$ cat src/rtl/spi_reg_bank.sv
// spi_reg_bank -- SPI-slave (mode 1) register bank, clocked entirely from clk.
//
// SCLK, CS and MOSI are oversampled through 2-flop synchronisers. SCLK and CS
// get a third flop for edge detection. A frame is an address byte
// (bit 7 = write flag, bits 6:0 = address) followed by a DW-bit data word,
// MSB first. The frame either writes one of NREG registers or reads it back
// on MISO.
//
// Optional feature: define SPI_REG_READBACK_EN to build the MISO readback
// shifter. Without it, miso is tied to 0 and reads return zeros.
//
// Parameters:
//   DW        data word width (>= 2)
//   NREG      number of registers (1..128)
//   RESET_VAL reset value of every register
// Ports:
//   clk       system clock
//   rst_n     asynchronous active-low reset
//   sclk      SPI clock (asynchronous)
//   cs        SPI chip select, active low (asynchronous)
//   mosi      SPI data in (asynchronous)
//   miso      SPI data out
//   regs      flat register contents, register 0 in [DW-1:0]
//   wr_stb    one-cycle pulse when a register is committed
//   wr_addr   address of the last committed write
//   frame_err one-cycle pulse on a malformed frame
module spi_reg_bank #(
  parameter int              DW        = 8,
  parameter int              NREG      = 4,
  parameter logic [DW-1:0]   RESET_VAL = '0
) (
  input  logic                 clk,
  input  logic                 rst_n,
  input  logic                 sclk,
  input  logic                 cs,
  input  logic                 mosi,
  output logic                 miso,
  output logic [NREG*DW-1:0]   regs,
  output logic                 wr_stb,
  output logic [6:0]           wr_addr,
  output logic                 frame_err
);

  localparam int CW = $clog2(8 + DW + 2);
  localparam int IW = (NREG > 1) ? $clog2(NREG) : 1;
  localparam logic [CW-1:0] CNT_ADDR_LAST = CW'(7);
  localparam logic [CW-1:0] CNT_FULL      = CW'(8 + DW);
  localparam logic [CW-1:0] CNT_MAX       = CW'(8 + DW + 1);
  localparam logic [7:0]    NREG_L        = 8'(NREG);

  typedef enum logic [1:0] {IDLE, ADDR, DATA, COMMIT} state_t;

  state_t          state_q, state_d;
  logic [2:0]      sclk_q;
  logic [2:0]      cs_q;
  logic [1:0]      mosi_q;
  logic [CW-1:0]   bit_cnt;
  logic [6:0]      addr_sh;
  logic [DW-1:0]   data_sh;
  logic            wr_flag;
  logic [6:0]      addr_q;
  logic [DW-1:0]   reg_q [NREG];
  logic            commit_wr;
  logic            commit_err;

  // Synchronised view of the pins. CS resets high so that releasing reset
  // with the bus idle produces no spurious edge.
  always_ff @(posedge clk or negedge rst_n) begin
    if (!rst_n) begin
      sclk_q <= 3'b000;
      cs_q   <= 3'b111;
      mosi_q <= 2'b00;
    end else begin
      sclk_q <= {sclk_q[1:0], sclk};
      cs_q   <= {cs_q[1:0], cs};
      mosi_q <= {mosi_q[0], mosi};
    end
  end

  logic sclk_fall, cs_rise, cs_low, mosi_bit, addr_last_fall, frame_full, addr_ok;
  assign sclk_fall      = sclk_q[2] & ~sclk_q[1];
  assign cs_rise        = ~cs_q[2] & cs_q[1];
  assign cs_low         = ~cs_q[1];
  assign mosi_bit       = mosi_q[1];
  assign addr_last_fall = (state_q == ADDR) && sclk_fall && cs_low && (bit_cnt == CNT_ADDR_LAST);
  assign frame_full     = (bit_cnt == CNT_FULL);
  assign addr_ok        = ({1'b0, addr_q} < NREG_L);

  // The counter clears from the third CS flop, one cycle after the FSM sees
  // the rising edge, so COMMIT still sees the count of the frame just ended.
  always_ff @(posedge clk or negedge rst_n) begin
    if (!rst_n) begin
      bit_cnt <= '0;
    end else if (cs_q[2]) begin
      bit_cnt <= '0;
    end else if (sclk_fall && cs_low && (bit_cnt != CNT_MAX)) begin
      bit_cnt <= bit_cnt + 1'b1;
    end
  end

  // Address and data shifters. The address byte is only latched on its 8th
  // bit; the data shifter simply keeps the last DW bits seen.
  always_ff @(posedge clk or negedge rst_n) begin
    if (!rst_n) begin
      addr_sh <= '0;
      data_sh <= '0;
      wr_flag <= 1'b0;
      addr_q  <= '0;
    end else begin
      if ((state_q == ADDR) && sclk_fall && cs_low)
        addr_sh <= {addr_sh[5:0], mosi_bit};
      if (addr_last_fall) begin
        wr_flag <= addr_sh[6];
        addr_q  <= {addr_sh[5:0], mosi_bit};
      end
      if ((state_q == DATA) && sclk_fall && cs_low)
        data_sh <= {data_sh[DW-2:0], mosi_bit};
    end
  end

  always_ff @(posedge clk or negedge rst_n) begin
    if (!rst_n) state_q <= IDLE;
    else        state_q <= state_d;
  end

  always_comb begin
    state_d    = state_q;
    commit_wr  = 1'b0;
    commit_err = 1'b0;
    case (state_q)
      IDLE:   if (cs_low) state_d = ADDR;
      ADDR: begin
        if (cs_rise)             state_d = COMMIT;
        else if (addr_last_fall) state_d = DATA;
      end
      DATA:   if (cs_rise) state_d = COMMIT;
      COMMIT: begin
        state_d    = IDLE;
        // A zero count is a CS glitch; a full-length read or an
        // out-of-range address is accepted silently.
        commit_wr  = frame_full && wr_flag && addr_ok;
        commit_err = !frame_full && (bit_cnt != '0);
      end
      default: state_d = IDLE;
    endcase
  end

  always_ff @(posedge clk or negedge rst_n) begin
    if (!rst_n) begin
      for (int i = 0; i < NREG; i++) reg_q[i] <= RESET_VAL;
      wr_stb    <= 1'b0;
      frame_err <= 1'b0;
      wr_addr   <= '0;
    end else begin
      wr_stb    <= commit_wr;
      frame_err <= commit_err;
      if (commit_wr) begin
        reg_q[addr_q[IW-1:0]] <= data_sh;
        wr_addr               <= addr_q;
      end
    end
  end

  for (genvar g = 0; g < NREG; g++) begin : g_regs
    assign regs[g*DW +: DW] = reg_q[g];
  end

`ifdef SPI_REG_READBACK_EN
  logic          sclk_rise;
  logic [6:0]    rb_addr;
  logic [DW-1:0] rb_load;
  logic [DW-1:0] rb_sh;

  assign sclk_rise = ~sclk_q[2] & sclk_q[1];
  // The address is not latched yet on the 8th edge, so decode it from the
  // shifter plus the bit arriving now.
  assign rb_addr   = {addr_sh[5:0], mosi_bit};
  assign rb_load   = ({1'b0, rb_addr} < NREG_L) ? reg_q[rb_addr[IW-1:0]] : '0;

  // Each rising edge presents the current MSB on miso and shifts it out,
  // so the master sees data bit 1 on the first falling edge of the data phase.
  always_ff @(posedge clk or negedge rst_n) begin
    if (!rst_n) begin
      rb_sh <= '0;
      miso  <= 1'b0;
    end else begin
      if (addr_last_fall)
        rb_sh <= rb_load;
      else if ((state_q == DATA) && sclk_rise)
        rb_sh <= {rb_sh[DW-2:0], 1'b0};
      if (state_q != DATA)
        miso <= 1'b0;
      else if (sclk_rise)
        miso <= rb_sh[DW-1];
    end
  end
`else
  assign miso = 1'b0;
`endif

endmodule

$ cat config.mk
export PLATFORM = sky130hd
export DESIGN_NAME = spi_reg_bank
export DESIGN_NICKNAME = d
export VERILOG_FILES = /design/src/rtl/spi_reg_bank.sv
export SDC_FILE = /design/constraint.sdc
export NUM_CORES = 1
export LEC_CHECK = 0
export ABC_AREA = 1
export CAP_MARGIN = 0
export CORE_ASPECT_RATIO = 0.7
export CORE_MARGIN = 4
export CORE_UTILIZATION = 40
export CTS_BUF_LIST = sky130_fd_sc_hd__clkbuf_2
export DETAILED_ROUTE_END_ITERATION = 6
export PLACE_DENSITY = 0.73
export RECOVER_POWER = 25
export SETUP_SLACK_MARGIN = 0.2
export SYNTH_ARGS = -nofsm -noshare
export SYNTH_HDL_FRONTEND = slang
export SYNTH_SLANG_ARGS = --single-unit
$ cat constraint.sdc
create_clock -name clk -period 2.85 [get_ports clk]
set_input_delay 0.285 -clock clk [delete_from_list [all_inputs] [get_ports clk]]
set_output_delay 0.285 -clock clk [all_outputs]
set_load 0.1 [all_outputs]
==> results.cfg <==
[power]
power_leakage_uw = 0.00182
p_comb_share_pct = 12.6
swShare_pct = 28.3
p_per_area_nw_per_um2 = 600
p_switching_uw = 618
internal_power_uw = 1570
vdd_drop_max_v = 0.000249
p_seq_share_pct = 56.8
power_frac_clock_pct = 30.6

[layout]
final_cells = 461
nNetsFinal = 371
antenna_cells = 0
area_growth_pct = 19.0
layout-drive-gt1-share_pct = 18.5

[timing]
final-hold-violation-count = 0
finClkSkew_ns = 0.0526
clock.fmax_mhz = 523
period_minus_slack_ns = 1.91
tightest_slew_ns = 1.90
setup_viol_count_final = 0
relSlewSlack_pct = -26.4
slew_viol_final = 80
rsz0062_at_grt = no
period_share_pct = 67.1
setup-tns-final_ns = 0

[clocking]
clock_latency_ns = 0.55
cts.sinks = 79
clock-root-buffer = clkbuf_2
numCtsBuffers = 9
cts_setup_buffers = 0
cts-resized-gates = 0
hold_buffers = 1
cts_tree = yes
path_clk_slew_ns = 0.19
ctsHtreeMaxLevel = 3
cts_buffer_depth = 2

[die]
die_w_um = 113
rows = 26
pin_count = 47
dieArea_um2 = 9140
fp.coreArea_um2 = 7380
initial_core_util_pct = 41.5
die_h_um = 81.2

[setup_path]
crit_required_ns = 3.14
worstSetupPathType = input port to asynchronous set/reset pin
end_kind = asynchronous set/reset pin
critPathArrivalTime_ns = 2.21
critPathLaunchType = input port
critPathBufInv = 2
critPathTopFamily = buffers and inverters
max_stage_delay_ns = 1.35
path_cells = dlygate4sd3_1 -> clkbuf_2
slowest_stage = clkbuf_2
worstPathMaxFanout = 79

[placement]
dpl.cell_count = 444
portBuffers = 45
hpwl_um = 4340
place_congestion = 0.829

[yosys]
syn_nets = 320
postSynthCellCount = 307
syn_avg_cell_area_um2 = 9.97
syn_area_um2 = 3060
synth_warnings = 0
ys_seq_area_share_pct = 64.7
synth_seq_cells = 79
synth_cell_types = 20

[hold_path]
hold_path_class = input port to register

[routing]
remaining_drc_errors = 0
vias = 2164
drt_iter0_markers = 105
detail-route-antenna-nets = 0
first_pass_iters = 4
via_per_inst = 4.69
routed_wl_um = 6140
routedWlPerCell_um = 13.3

[global_routing]
grt_pass1_wl_um = 10200
grt_max_degree = 80
antenna_found_initial = 0
grt_overflow = 0
grt_pass1_vias = 2085
grtUsageTotal_pct = 14.2

[job]
maxCapViolCount = 1

[status]
violations = max-capacitance violations, max-slew violations
outcome = finished with violations
-- kinds of logic (layout without fill, tap and decap cells) --
family	after synthesis	after routing	share of synthesized area, %
and+or+nand+nor	125	125	17.7
other	1	1	0.122
DFF	79	79	64.7
adders and majority gates	8	8	3.27
buffers and inverters	37	93	4.82
AOI/OAI and AO/OA	57	57	9.40
-- through the flow --
step	hold slack [ns]	area (um2)	power (uW)	setup slack [ns]	util [%]
finish	0.287	3640	2190	0.938	49.3
floorplan	-0.0106	3060	1440	1.26	-
global route	0.189	3640	2320	0.594	49.3
detailed placement	0.343	3500	1540	1.01	47.4
global placement	0.332	3500	1530	1.10	47.4
CTS	0.0972	3640	2210	0.986	49.4
-- power by group through the flow --
stage	sequential [uW]	combinational (uW)	clock (uW)
final	1240	275	669
after global routing	1250	319	744
after CTS	1240	279	686
after detailed placement	1260	276	0
after global placement	1260	264	0
after floorplan	1260	186	0
-- Yosys cell counts (all sizes together) --
cell | n | area (um2)
ha | 8 | 100
nand2 | 96 | 360
nand3 | 8 | 40.0
buf | 5 | 27.5
nor3 | 2 | 10.0
a211oi | 1 | 7.51
o21ai | 53 | 265
conb | 1 | 3.75
nor3b | 1 | 18.8
nand4 | 6 | 62.6
a21oi | 3 | 15.0
inv | 31 | 116
nor2 | 12 | 50.1
dfrtp | 76 | 1900
dfstp | 3 | 78.8
clkbuf | 1 | 3.75
-- cell type report --
| class | count | area, um2 |
|---|---|---|
| Fill cell | 671 | 3740 |
| Tap cell | 98 | 123 |
| Clock inverter | 6 | 86.3 |
| Clock buffer | 10 | 50.0 |
| Sequential cell | 79 | 1980 |
| Timing Repair Buffer | 46 | 353 |
| Inverter | 31 | 116 |
| Multi-Input combinational cell | 191 | 933 |
-- sequential cells by signal, indices dropped and copies added (netlist names), 2 cells and up --
signal / count
wr_addr: 7
addr_sh: 7
sclk_q: 3
addr_q: 7
bit_cnt: 5
regs: 32
data_sh: 8
state_q: 2
cs_q: 3
mosi_q: 2
-- final timing paths --
path / from / cells after the start / slack, ns / end
setup / recovery: rst_n / 2 / 0.94 / addr_q[2]
hold / removal: cs / 1 / 0.29 / cs_q[0]
setup reg to reg: bit_cnt[0] / 6 / 0.98 / regs[18]
hold reg to reg: cs_q[0] / 0 / 0.38 / cs_q[1]
max in group clk: bit_cnt[0] / 6 / 0.98 / regs[18]
min in group asynchronous: rst_n / 2 / 0.74 / regs[6]
-- routing by layer --
| layer | routed length (um) | share of wire [%] | track usage (%) | vias to the layer above |
|---|---|---|---|---|
| met3 | 355 | 5.8 | 4.91 | 6 |
| li1 | - | - | - | 1084 |
| met5 | 0 | 0 | 0 | - |
| met2 | 2500 | 41 | 19.6 | 49 |
| met1 | 3220 | 52 | 21.3 | 1025 |
| met4 | 70 | 1.1 | 3.72 | 0 |
-- placed cells by master, fill, tap and decap left out, drive strengths merged --
master and instances:
dfrtp 76, nor3 2, conb 1, nand2 96, a211oi 1, nand3 8, buf 41, clkinvlp 1
inv 31, bufinv 2, clkinv 3, nor2 12, clkbuf 11, dlygate4sd3 4, o21ai 53, ha 8
a21oi 3, nand4 6, nor3b 1, dfstp 3
(Power assumes the default switching activity.)
